==> config.mk <==
export PLATFORM = sky130hd
export DESIGN_NAME = tx_arbiter
export DESIGN_NICKNAME = d
export VERILOG_FILES = /design/src/rtl/tx_arbiter_pkg.sv /design/src/rtl/tx_arbiter_rr_pick5.sv /design/src/rtl/tx_arbiter.sv
export SDC_FILE = /design/constraint.sdc
export NUM_CORES = 1
export LEC_CHECK = 0
export BUFFER_PORTS_ARGS = -buffer_cell sky130_fd_sc_hd__buf_2
export CORE_ASPECT_RATIO = 1.5
export CORE_MARGIN = 2
export CORE_UTILIZATION = 35
export DETAILED_ROUTE_END_ITERATION = 6
export PLACE_DENSITY = 0.63
export SYNTH_ARGS = -nofsm -noshare
export SYNTH_HDL_FRONTEND = slang
export SYNTH_HIERARCHICAL = 1
export SYNTH_SLANG_ARGS = --single-unit
==> constraint.sdc <==
create_clock -name clk -period 8.7 [get_ports clk]
set_input_delay 1.305 -clock clk [delete_from_list [all_inputs] [get_ports clk]]
set_output_delay 1.305 -clock clk [all_outputs]
set_load 0.005 [all_outputs]
==> src/rtl/tx_arbiter_pkg.sv <==
// Shared constants and types for the transaction-layer output arbiter.
// Holds link-state encodings, port geometry and the arbiter state type.
package tx_arbiter_pkg;

    localparam int unsigned NPORTS = 5;
    localparam int unsigned IDXW   = 3;
    localparam int unsigned CNTW   = 16;

    localparam logic [3:0] ST_RESET  = 4'b0001;
    localparam logic [3:0] ST_INIT   = 4'b0010;
    localparam logic [3:0] ST_IDLE   = 4'b0100;
    localparam logic [3:0] ST_ACTIVE = 4'b1000;

    localparam logic [IDXW-1:0] LAST_RESET = IDXW'(NPORTS - 1);

    typedef enum logic {
        ARB_HOLD  = 1'b0,
        ARB_GRANT = 1'b1
    } arb_state_e;

    // (a + b) mod NPORTS for operands already in 0..NPORTS-1.
    function automatic logic [IDXW-1:0] wrap_add(input logic [IDXW-1:0] a,
                                                 input logic [IDXW-1:0] b);
        logic [IDXW:0] s;
        s = {1'b0, a} + {1'b0, b};
        if (s >= (IDXW+1)'(NPORTS)) begin
            s = s - (IDXW+1)'(NPORTS);
        end
        return s[IDXW-1:0];
    endfunction

    function automatic logic [NPORTS-1:0] idx_onehot(input logic [IDXW-1:0] i);
        logic [NPORTS-1:0] oh;
        oh = '0;
        for (int k = 0; k < int'(NPORTS); k++) begin
            if (i == IDXW'(k)) begin
                oh[k] = 1'b1;
            end
        end
        return oh;
    endfunction

endpackage

==> src/rtl/tx_arbiter_rr_pick5.sv <==
// Rotating priority encoder over five requesters: returns the first set bit
// of elig found scanning upward from start with wrap, plus a found flag.
module rr_pick5
    import tx_arbiter_pkg::*;
(
    input  logic [NPORTS-1:0] elig,
    input  logic [IDXW-1:0]   start,
    output logic [IDXW-1:0]   sel,
    output logic              found
);

    logic [IDXW-1:0] pos;

    // Walk offsets from farthest to nearest so the nearest hit wins.
    always_comb begin
        sel   = '0;
        found = 1'b0;
        pos   = '0;
        for (int off = int'(NPORTS) - 1; off >= 0; off--) begin
            pos = wrap_add(start, IDXW'(off));
            if (elig[pos]) begin
                sel   = pos;
                found = 1'b1;
            end
        end
    end

endmodule

==> src/rtl/tx_arbiter.sv <==
// Round-robin grant generator feeding the output mux and FIFO pop strobes.
// Define TX_ARB_STRICT_PRIO_EN for fixed lowest-index-first priority.
module tx_arbiter
    import tx_arbiter_pkg::*;
(
    input  logic              clk,
    input  logic              reset,
    input  logic [3:0]        state,
    input  logic [NPORTS-1:0] fifo_empty,
    input  logic              almost_full,
    output logic              req,
    output logic [IDXW-1:0]   idx,
    output logic [NPORTS-1:0] pop,
    output logic [CNTW-1:0]   grant_cnt
);

    arb_state_e        arb_q, arb_d;
    logic [IDXW-1:0]   idx_q, idx_d;
    logic [NPORTS-1:0] pop_q, pop_d;
    logic [CNTW-1:0]   cnt_q, cnt_d;

    logic [NPORTS-1:0] excl;
    logic [NPORTS-1:0] elig;
    logic [IDXW-1:0]   start;
    logic [IDXW-1:0]   sel;
    logic              found;
    logic              en;

`ifndef TX_ARB_STRICT_PRIO_EN
    logic [IDXW-1:0]   last_q, last_d;
`endif

    // The port granted this cycle still shows a stale non-empty flag.
    always_comb begin
        excl = '0;
        if (arb_q == ARB_GRANT) begin
            excl = idx_onehot(idx_q);
        end
        elig = ~fifo_empty & ~excl;
    end

`ifdef TX_ARB_STRICT_PRIO_EN
    assign start = '0;
`else
    assign start = wrap_add(last_q, IDXW'(1));
`endif

    rr_pick5 u_pick (
        .elig  (elig),
        .start (start),
        .sel   (sel),
        .found (found)
    );

    assign en = (state == ST_IDLE) && !almost_full && found;

    always_comb begin
        arb_d = ARB_HOLD;
        idx_d = idx_q;
        pop_d = '0;
        cnt_d = cnt_q;
`ifndef TX_ARB_STRICT_PRIO_EN
        last_d = last_q;
`endif
        if (en) begin
            arb_d = ARB_GRANT;
            idx_d = sel;
            pop_d = idx_onehot(sel);
            cnt_d = cnt_q + CNTW'(1);
`ifndef TX_ARB_STRICT_PRIO_EN
            last_d = sel;
`endif
        end
    end

    always_ff @(posedge clk or posedge reset) begin
        if (reset) begin
            arb_q <= ARB_HOLD;
            idx_q <= '0;
            pop_q <= '0;
            cnt_q <= '0;
        end else begin
            arb_q <= arb_d;
            idx_q <= idx_d;
            pop_q <= pop_d;
            cnt_q <= cnt_d;
        end
    end

`ifndef TX_ARB_STRICT_PRIO_EN
    always_ff @(posedge clk or posedge reset) begin
        if (reset) begin
            last_q <= LAST_RESET;
        end else begin
            last_q <= last_d;
        end
    end
`endif

    assign req       = (arb_q == ARB_GRANT);
    assign idx       = idx_q;
    assign pop       = pop_q;
    assign grant_cnt = cnt_q;

endmodule

# ---- After elaboration in Yosys (flattened, before gate mapping)
# Cells that the tools add are included.
dict set report word_totals {
  reg_bits 28
  latchBits 0
  ramBits 0
  romBits 0
  input_bits 12
  out_inout_bits 25
  memories 0
}
dict set report classes {
  add_sub_neg 12
  mul 0
  n_div 0
  order_cmp 11
  n_eq_ne 9
  shift 0
  n_mux 39
  bitwise 3
  n_reduce_logical 5
}
# operator n
set op_table {}
lappend op_table {{$mux 3} 11}
lappend op_table {{$mux 1} 21}
lappend op_table {{$ge 4x3->1 const B} 5}
lappend op_table {{$lt 3x4->1 const B} 5}
lappend op_table {{$sub 3x3->3 const B} 6}
lappend op_table {{$add 16x1->16 const B} 1}
lappend op_table {{$bmux 1 s3} 5}
lappend op_table {{$eq 3x2->1 const B} 4}
lappend op_table {{$mux 5} 2}
lappend op_table {{$not 5->5} 2}
lappend op_table {{$add 3x1->4 const B} 2}
lappend op_table {{$add 3x2->4 const B} 2}
lappend op_table {{$eq 3x1->1 const B} 2}
lappend op_table {{$eq 3x3->1 const B} 2}
lappend op_table {{$logic_not 3->1} 2}
lappend op_table {{$and 5x5->5} 1}
lappend op_table {{$add 3x3->4 const B} 1}
lappend op_table {{$eq 4x3->1 const B} 1}
lappend op_table {{$ge 3x3->1 const B} 1}
lappend op_table {{$logic_and 1x1->1} 2}
lappend op_table {{$logic_not 1->1} 1}

# ---- Logic depth before layout (Yosys ltp)
# Gate-level depths: netlist (run 1).
dict set report depth {
  depth_word 16
  ltp_mapped 25
  ltp_nobuf 22
}

# ---- By module
# The synthesis (run 1) kept the hierarchy.
# mod instances cells_per_inst area_per_inst_um2
set modules_own_cells {}
lappend modules_own_cells {tx_arbiter 1 129 1418.9}
lappend modules_own_cells {rr_pick5 1 152 1118.6}

# ---- Worst setup path after synthesis (run 1)
# No wires, ideal clock.
dict set report synth_path {
  path_type {register -> register}
  startpoint {register idx_q[0], in the netlist idx[0]}
  endpoint {register pop_q[3], in the netlist pop[3]}
  setup_time_ps 121
  t_arrival_ps 4569
  required_ps 8579
  path_slack_ps 4010
  path_stages_with_launch 22
  n_path_buf 1
  synth_period_minus_slack_ps 4690
  path_cell_list {dfrtp_1 -> inv_1 -> ha_1 -> nand2b_1 -> a21oi_1 -> o21ai_0 -> xor2_1 -> inv_1 -> ha_1 -> ha_1 -> or2_2 -> o21ai_0 -> nor2_1 -> a22oi_1 -> nand2_1 -> nor3_1 -> nand2_1 -> nor2b_1 -> nand2_4 -> inv_2 -> buf_4 -> and4b_1}
}
dict set report synth_via {
  word_cells_on_any_way 37
  cone_classes {5 x eq/ne; 28 x mux; 2 x bitwise; 2 x reduce/logical}
}
# item line_no
set synth_lines {}
lappend synth_lines {{start, declared} tx_arbiter.sv:18} ;# logic [IDXW-1:0] idx_q, idx_d;
lappend synth_lines {{start signal, assigned} tx_arbiter.sv:84} ;# idx_q <= idx_d;
lappend synth_lines {{$eq 3x1->1 (tied with other cells)} tx_arbiter_pkg.sv:36} ;# if (i == IDXW'(k)) begin
lappend synth_lines {{$mux 1} tx_arbiter_pkg.sv:36}
lappend synth_lines {{$mux 5 (*)} tx_arbiter.sv:36} ;# if (arb_q == ARB_GRANT) begin
lappend synth_lines {{$not 5->5 (*)} tx_arbiter.sv:39} ;# elig = ~fifo_empty & ~excl;
lappend synth_lines {{$and 5x5->5 (*)} tx_arbiter.sv:39}
lappend synth_lines {{$bmux 1 s3} tx_arbiter_rr_pick5.sv:21} ;# if (elig[pos]) begin
lappend synth_lines {{$mux 1 (not written as such)} tx_arbiter_rr_pick5.sv:21}
lappend synth_lines {{$mux 1 (4 in a row)} tx_arbiter_rr_pick5.sv:21}
lappend synth_lines {{$mux 1 (*)} tx_arbiter_rr_pick5.sv:21}
lappend synth_lines {{via found} tx_arbiter.sv:26} ;# logic found;
lappend synth_lines {{$logic_and 1x1->1 (*)} tx_arbiter.sv:55} ;# assign en = (state == ST_IDLE) && !almost_full && found;
lappend synth_lines {{$mux 5 (*)} tx_arbiter.sv:65} ;# if (en) begin
lappend synth_lines {{via pop_d[3]} tx_arbiter.sv:19} ;# logic [NPORTS-1:0] pop_q, pop_d;
lappend synth_lines {{end signal, assigned} tx_arbiter.sv:85} ;# pop_q <= pop_d;
lappend synth_lines {{end, declared} tx_arbiter.sv:19}
# Mark *: on every way through the listed nets, which the timed path passes. The rest lies on a longest branch. The select of a mux whose other input is x is not followed.
# A chain may end at the register's enable or synchronous reset.

# ---- Final worst setup path (run 1)
dict set report layout_path {
  startpoint {register idx_q[0], in the netlist idx[0]}
  endpoint {register cnt_q[4], in the netlist grant_cnt[4]}
}
dict set report layout_via {
  elab_chain_len 13
  word_cells_on_any_way 29
  cone_classes {4 x eq/ne; 21 x mux; 2 x bitwise; 2 x reduce/logical}
}
# item line_no
set layout_rtl {}
lappend layout_rtl {{$eq 3x1->1 (tied with other cells)} tx_arbiter_pkg.sv:36}
lappend layout_rtl {{$mux 1} tx_arbiter_pkg.sv:36}
lappend layout_rtl {{$mux 5 (*)} tx_arbiter.sv:36}
lappend layout_rtl {{$not 5->5 (*)} tx_arbiter.sv:39}
lappend layout_rtl {{$and 5x5->5 (*)} tx_arbiter.sv:39}
lappend layout_rtl {{$bmux 1 s3} tx_arbiter_rr_pick5.sv:21}
lappend layout_rtl {{$mux 1 (not written as such)} tx_arbiter_rr_pick5.sv:21}
lappend layout_rtl {{$mux 1 (4 in a row)} tx_arbiter_rr_pick5.sv:21}
lappend layout_rtl {{$mux 1 (*)} tx_arbiter_rr_pick5.sv:21}
lappend layout_rtl {{via found} tx_arbiter.sv:26}
lappend layout_rtl {{$logic_and 1x1->1 (*)} tx_arbiter.sv:55}
lappend layout_rtl {{end signal, assigned} tx_arbiter.sv:86} ;# cnt_q <= cnt_d;
lappend layout_rtl {{end, declared} tx_arbiter.sv:20} ;# logic [CNTW-1:0] cnt_q, cnt_d;
# Marks and branches as above.

==> reports/results.tsv, run 1 <==
stage	metric	value	unit
yosys	synth_seq_area_share	0.2569	
status	run_status	completed	
placement	dp_hpwl	5049	um
setup_path	buf_inv_on_cp	4	
clocking	worst_setup_hold_path_clk_slew	0.09	ns
route	postRouteWirelength	6469	um
setup_path	worst_setup_path_end_kind	flip-flop	
finish	final_common_cell	buf_2	
yosys	mean_instance_size_in_the_synthesized_netlist	9.030	sq um
setup_path	crit_path_top_delay_cell	dfrtp_1	
clocking	clockRootBuffer	clkbuf_8	
floorplanning	die-height	108.3	um
global_routing	first_global_vias	2176	
route	drtAntennaViolNets	0	
sta	clock_skew	0.001294	ns
clocking	cts_post_setup_buffers_inserted	0	
sta	clock.fmax	0.1874	GHz
sta	minimum_clock_period	5.337	ns
sta	timing.final.crit_share	0.6134	
route	wl_per_cell	16.50	um
global_routing	wire_length_of_the_first_global_routing_pass	10740	um
global_routing	grt_antenna_before_repair	0	
hold_path	min_delay_path_depth	1	
clocking	cts_resized	0	
global_routing	grt_usage	0.1698	
sta	rsz0062_at_grt	no	
yosys	synth_fp_nets	310	
sta	worst_max_slew_margin_expressed_relative_to_the_limit	0.3287	
yosys	netlist.top_cell.by_area	dfrtp_1	
yosys	yosys_warnings	6	
yosys	number_of_flops_mapped_to_enable_cells_by_yosys	0	
finish	fillers	714	
sta	setup_viol_count_final	0	
setup_path	cp_max_fo	36	
finish	final_nets	342	
placement	portBuffers	36	
yosys	yosys_register_bits	26	
setup_path	critical_path.reg2reg.endpoint	grant_cnt[4]	
clocking	cts.path.max_buffers	2	
floorplanning	fp.dieArea	7961	sq um
hold_path	min-delay-start	grant_cnt[15]	
hold_path	hold_wc_path_type	flip-flop to flip-flop	
yosys	synth.top_cells.by_area	dfrtp_1 25%, ha_1 7.9%, nand2_1 4.7%	
clocking	tritoncts.num_buffers	3	
route	first_pass_iters	5	
floorplanning	core_region_area	7132	sq um
route	post_drt_via_cell_ratio	5.628	
route	first_iter_violations	189	
global_routing	grt_remaining_overflow	0	
setup_path	critical_path.reg2reg.startpoint	idx[0]	
sta	fin_setup_tns	0	ns
setup_path	critical-path-top-delay-family	simple AND/OR/NAND/NOR gates	
yosys	gate_count_after_technology_mapping	281	
sta	timing.final.max_slew_violations	0	
setup_path	reg2reg_setup_slack	3.36	ns
sta	tightestPinTransition	1.006	ns
setup_path	data_required_time_at_the_worst_endpoint	8.90	ns
clocking	cts-hold-fix-buffers	0	
finish	diodes	0	
route	drt_drc_violations_left	0	
floorplanning	io_pins	37	
finish	mostFrequentLayoutCells	36 x buf_2, 32 x nand2_1, 25 x dfrtp_1	
setup_path	worst_ep_arrival_time	5.54	ns
setup_path	max_stage_delay	0.54	ns
setup_path	cp_cell_sequence	inv_1 > ha_1 > nand2b_1 > a21oi_1 > nand2_1 > a311o_1 > buf_4 > inv_2 > ha_1 > ha_1 > or2_2 > o21ai_0 > nor2_1 > a22oi_1 > nand2_1 > nor3_1 > nand2_1 > nor2b_1 > nand2_4 > inv_2 > nand4_1 > xnor2_1	
finish	area_growth	10.26	%
placement	place_congestion	0.9393	
route	route.vias.total	2206	
global_routing	grt_max_degree	37	
yosys	dominantRegCellSynth	dfrtp_1	
clocking	tritoncts_clock_tree	yes	
clocking	cts-htree-levels	1	
yosys	post_synth_instance_area	2537	sq um
floorplanning	placementRows	38	
clocking	cts.sink_count	26	
setup_path	cp-start-kind	flip-flop	
clocking	insertion_delay	0.27	ns
sta	final_hold_viol_count	0	
floorplanning	fp.dieW	73.52	um
setup_path	r2r.worst_path.cells	22	
floorplanning	starting_density	0.3558	
yosys	async_reset_ff_frac	1.000	
flow_run	drv.max_cap_violation_count	0	
hold_path	min_delay_worst_endpoint	grant_cnt[15]	
yosys	synth_cell_types	71	
yosys	post-synth-top-area-fraction	0.2465	
setup_path	worstSetupPathType	flip-flop to flip-flop	
finish	final_layout_size_suffix_gt1_frac	0.2276	
logic make-up after synthesis:
logic type      share of synthesized area
simple gates                       0.2757
compound gates                     0.1785
buf+inv                           0.07199
flops                              0.2569
xor+xnor                          0.06903
fa+ha+maj                         0.08678
mux                               0.06114
synthesized netlist by cell type, types with 3 or more instances:
cell      number
nor2b_1        7
nand4_1        5
buf_6          4
a21oi_1       16
xor2_1        11
a211oi_1       4
nor4b_2        3
ha_1          16
xnor2_1        9
nand2b_1       6
mux2i_1        8
a31oi_1        5
inv_1         15
nor3_1         4
dfrtp_1       25
nor2_1        15
a21o_1         3
o21ai_0       12
nor4_2         7
nand3_1       11
o211ai_1       3
buf_4          3
nand2_1       32
worst reg2reg max path: cells and delay by family (launching register included):
| kind | cells | cell delay, ns |
|---|---|---|
| AOI/OAI and AO/OA | 4 | 1.41 |
| xor gates and xnor gates | 1 | 0.12 |
| buffers and inverters | 4 | 0.80 |
| and+or+nand+nor | 10 | 1.59 |
| DFF | 1 | 0.54 |
| adders and majority gates | 3 | 0.80 |
area by class of cell:
class                           count  area [sq um]  share of cell area
Multi-Input combinational cell    226          1708              0.6105
Inverter                           17         63.81             0.02281
Tap cell                           80         100.1             0.03578
Clock buffer                        3         41.29             0.01476
Sequential cell                    26         651.9              0.2330
Clock inverter                      1         30.03             0.01073
Timing Repair Buffer               39         202.7             0.07245
flip-flops by register name, summed over array words and instances (netlist names):
signal	cells
grant_cnt	16
pop	5
idx	3
last_q	1
req	1
per-layer routing:
metal | GRT usage | routed length, um
met2 | 0.2978 | 3370
met4 | 0.09091 | 317
met3 | 0.01025 | 175
met1 | 0.2020 | 2605
met5 | 0 | 0
worst max path at each step:
stage           start           end  slack, ns  cells past startpoint
6_report       idx[0]  grant_cnt[4]       3.36                     22
5_1_grt        idx[0]  grant_cnt[4]       2.98                     23
4_1_cts        idx[0]  grant_cnt[4]       3.46                     22
3_5_place_dp   idx[0]  grant_cnt[4]       3.50                     22
3_3_place_gp   idx[0]        pop[3]       3.57                     21
2_1_floorplan  idx[0]        pop[3]       4.01                     21
metrics by stage:
step / std cells / worst slack (ns) / utilization / hold slack [ns] / cell area [sq um]
2_1_floorplan: 281 / 4.010 / - / 0.4647 / 2537
3_3_place_gp: 388 / 3.575 / 0.3823 / 0.4656 / 2726
3_5_place_dp: 388 / 3.499 / 0.3823 / 0.4595 / 2726
4_1_cts: 392 / 3.464 / 0.3923 / 0.4750 / 2798
5_1_grt: 392 / 2.980 / 0.3923 / 0.5136 / 2798
6_report: 392 / 3.363 / 0.3923 / 0.4839 / 2798
Power of run 1 is not shown: default switching activity piles up to over one toggle a cycle in this logic, so the estimate is an artifact.
==> inputs of run 2 (changes only) <==
Settings changed: ABC_AREA from default to 1.
Clock period 8.7 ns to 5.11 ns, I/O delays scaled along.
==> reports/results.tsv, run 2 <==
stage	metric	value	unit	change
yosys	post-synth-top-area-fraction	0.2543		+0.007775
finish	final_nets	424		+24%
clocking	cts.path.max_buffers	2		unchanged
floorplanning	core_region_area	6852	sq um	-3.9%
floorplanning	die-height	106.7	um	-1.5%
global_routing	grt_remaining_overflow	0		unchanged
setup_path	critical-path-top-cell-by-count	nand2_1		
yosys	yosysMostFrequentCell	nand2_1		
yosys	synth_seq_area_share	0.2650		+0.008102
yosys	mean_instance_size_in_the_synthesized_netlist	6.871	sq um	-24%
clocking	cts_post_setup_buffers_inserted	0		unchanged
setup_path	critical_path.reg2reg.startpoint	idx[0]		
clocking	cts.sink_count	26		unchanged
sta	clock_skew	0.005640	ns	+0.004346 ns
setup_path	cp-start-kind	flip-flop		
yosys	synth_commonest_cells	124 x nand2_1, 46 x inv_1, 33 x nand3_1, 25 x dfrtp_1, 16 x ha_1		
route	route.vias.total	2332		+5.7%
global_routing	grt_usage	0.1573		-0.01250
route	wl_per_cell	12.33	um	-25%
setup_path	cp_max_fo	15		-58%
clocking	cts_resized	0		unchanged
setup_path	crit_path_top_delay_cell	dfrtp_1		
clocking	clockRootBuffer	clkbuf_8		
finish	layout.area.seq	651.9	sq um	unchanged
sta	tightestPinTransition	0.9855	ns	-0.02038 ns
sta	rsz0062_at_grt	no		
route	postRouteWirelength	5819	um	-10%
flow_run	drv.max_cap_violation_count	0		unchanged
yosys	netlist.top_cell.by_area	dfrtp_1		
setup_path	data_required_time_at_the_worst_endpoint	5.30	ns	-3.60 ns
clocking	worst_setup_hold_path_clk_slew	0.09	ns	about the same
sta	clock.fmax	0.2261	GHz	+21%
global_routing	wire_length_of_the_first_global_routing_pass	9791	um	-8.8%
setup_path	max_stage_delay	0.50	ns	-0.04 ns
yosys	async_reset_ff_frac	1.000		unchanged
sta	timing.final.max_slew_violations	0		unchanged
finish	area_growth	12.67	%	
clocking	cts-hold-fix-buffers	0		unchanged
setup_path	worst_ep_arrival_time	4.61	ns	-0.93 ns
yosys	synth_fp_nets	387		+25%
floorplanning	fp.dieArea	7729	sq um	-2.9%
setup_path	worstSetupPathType	flip-flop to flip-flop		
yosys	yosys_register_bits	26		unchanged
yosys	yosys_warnings	6		unchanged
floorplanning	starting_density	0.3590		+0.003232
route	first_pass_iters	4		-1
yosys	synth_cell_types	36		-49%
clocking	tritoncts_clock_tree	yes		
yosys	dominantRegCellSynth	dfrtp_1		
hold_path	hold_wc_path_type	flip-flop to flip-flop		
sta	minimum_clock_period	4.423	ns	-0.9138 ns
clocking	insertion_delay	0.27	ns	about the same
sta	fin_setup_tns	0	ns	unchanged
placement	place_congestion	0.8845		-5.8%
finish	largest_register_ff_count	16		unchanged
route	post_drt_via_cell_ratio	4.941		-12%
finish	final_common_cell	nand2_1		
yosys	gate_count_after_technology_mapping	358		+27%
sta	setup_viol_count_final	0		unchanged
global_routing	first_global_vias	2367		+8.8%
global_routing	grt_antenna_before_repair	0		unchanged
floorplanning	io_pins	37		unchanged
floorplanning	placementRows	37		-2.6%
yosys	synth.top_cells.by_area	dfrtp_1 25%, nand2_1 19%, ha_1 8.1%		
setup_path	worst_setup_path_end_kind	flip-flop		
finish	fillers	729		+2.1%
hold_path	min-delay-start	grant_cnt[14]		
placement	portBuffers	36		unchanged
sta	final_hold_viol_count	0		unchanged
clocking	cts-htree-levels	1		unchanged
yosys	number_of_flops_mapped_to_enable_cells_by_yosys	0		unchanged
finish	final_layout_size_suffix_gt1_frac	0.2183		-0.009290
finish	mostFrequentLayoutCells	124 x nand2_1, 46 x inv_1, 36 x buf_2		
global_routing	grt_max_degree	27		-27%
placement	dp_hpwl	4869	um	-3.6%
setup_path	reg2reg_setup_slack	0.69	ns	-2.68 ns
sta	worst_max_slew_margin_expressed_relative_to_the_limit	0.3423		+0.01360
floorplanning	fp.dieW	72.45	um	-1.5%
route	drt_drc_violations_left	0		unchanged
sta	timing.final.crit_share	0.8656		+0.2521
yosys	post_synth_instance_area	2460	sq um	-3.1%
clocking	tritoncts.num_buffers	3		unchanged
route	first_iter_violations	91		-52%
route	drtAntennaViolNets	0		unchanged
setup_path	crit_path_start	idx[0]		
finish	multiInputGateArea	1549	sq um	-9.3%
status	run_status	completed		
finish	diodes	0		unchanged
## run 2: cell count changes after synthesis, moves of 6 or more
| cell | delta |
|---|---|
| nand2_1 | +92 |
| inv_1 | +31 |
| nand3_1 | +22 |
| a21oi_1 | -15 |
| inv_2 | +8 |
| mux2i_1 | -8 |
| nand2_2 | +7 |
| nor2b_1 | -7 |
| nor4_2 | -7 |
| nand2b_1 | -6 |
## run 2: metrics by stage
| step | hold WS, ns | worst slack (ns) | utilization | instance area [sq um] | cells |
|---|---|---|---|---|---|
| floorplan | 0.4739 | 1.417 | - | 2460 | 358 |
| global placement | 0.4758 | 0.7491 | 0.3941 | 2700 | 468 |
| detailed placement | 0.4810 | 0.6875 | 0.3941 | 2700 | 468 |
| CTS | 0.5033 | 0.6632 | 0.4045 | 2771 | 472 |
| global route | 0.5510 | 0.2030 | 0.4045 | 2771 | 472 |
| finish | 0.5013 | 0.6870 | 0.4045 | 2771 | 472 |
## run 2: cell families after synthesis
| kind of cell | synth area share |
|---|---|
| XOR/XNOR | 0.05239 |
| buffers and inverters | 0.1053 |
| adder cells (fa/ha/maj) | 0.08952 |
| flip-flops | 0.2650 |
| AO/OA/AOI/OAI | 0.07782 |
| AND/OR/NAND/NOR | 0.4100 |
## run 2: area by class of cell
cell class / instances / share of cell area
clock buffer: 3 / 0.01490
clock inverter: 1 / 0.01084
inverter: 57 / 0.07720
multi-input combinational: 270 / 0.5589
sequential: 26 / 0.2352
tap: 78 / 0.03521
timing repair buffer: 37 / 0.06772
## run 2: path summary, 6_finish.rpt
kind | to | depth (start not counted)
max reg2reg | pop[3] | 25
min | grant_cnt[14] | 2
min in group asynchronous | grant_cnt[7] | 2
max | pop[3] | 25
max in group asynchronous | grant_cnt[3] | 2
min reg2reg | grant_cnt[14] | 2
## run 2: layer usage
layer | vias up | part of all wire | GRT usage
li1 | 1202 | - | -
met1 | 1058 | 0.36 | 0.1516
met2 | 53 | 0.56 | 0.3165
met3 | 19 | 0.040 | 0.01786
met4 | 0 | 0.039 | 0.07275
met5 | - | 0 | 0
## run 2: worst max-delay path, delay by kind of cell (launching register included)
family          cells  cell delay, ns
xor+xnor            1            0.22
flops               1            0.50
compound gates      2            0.41
simple gates       15            1.66
fa+ha+maj           3            0.81
buf+inv             4            0.70
Power of run 2 is left out for the same reason.
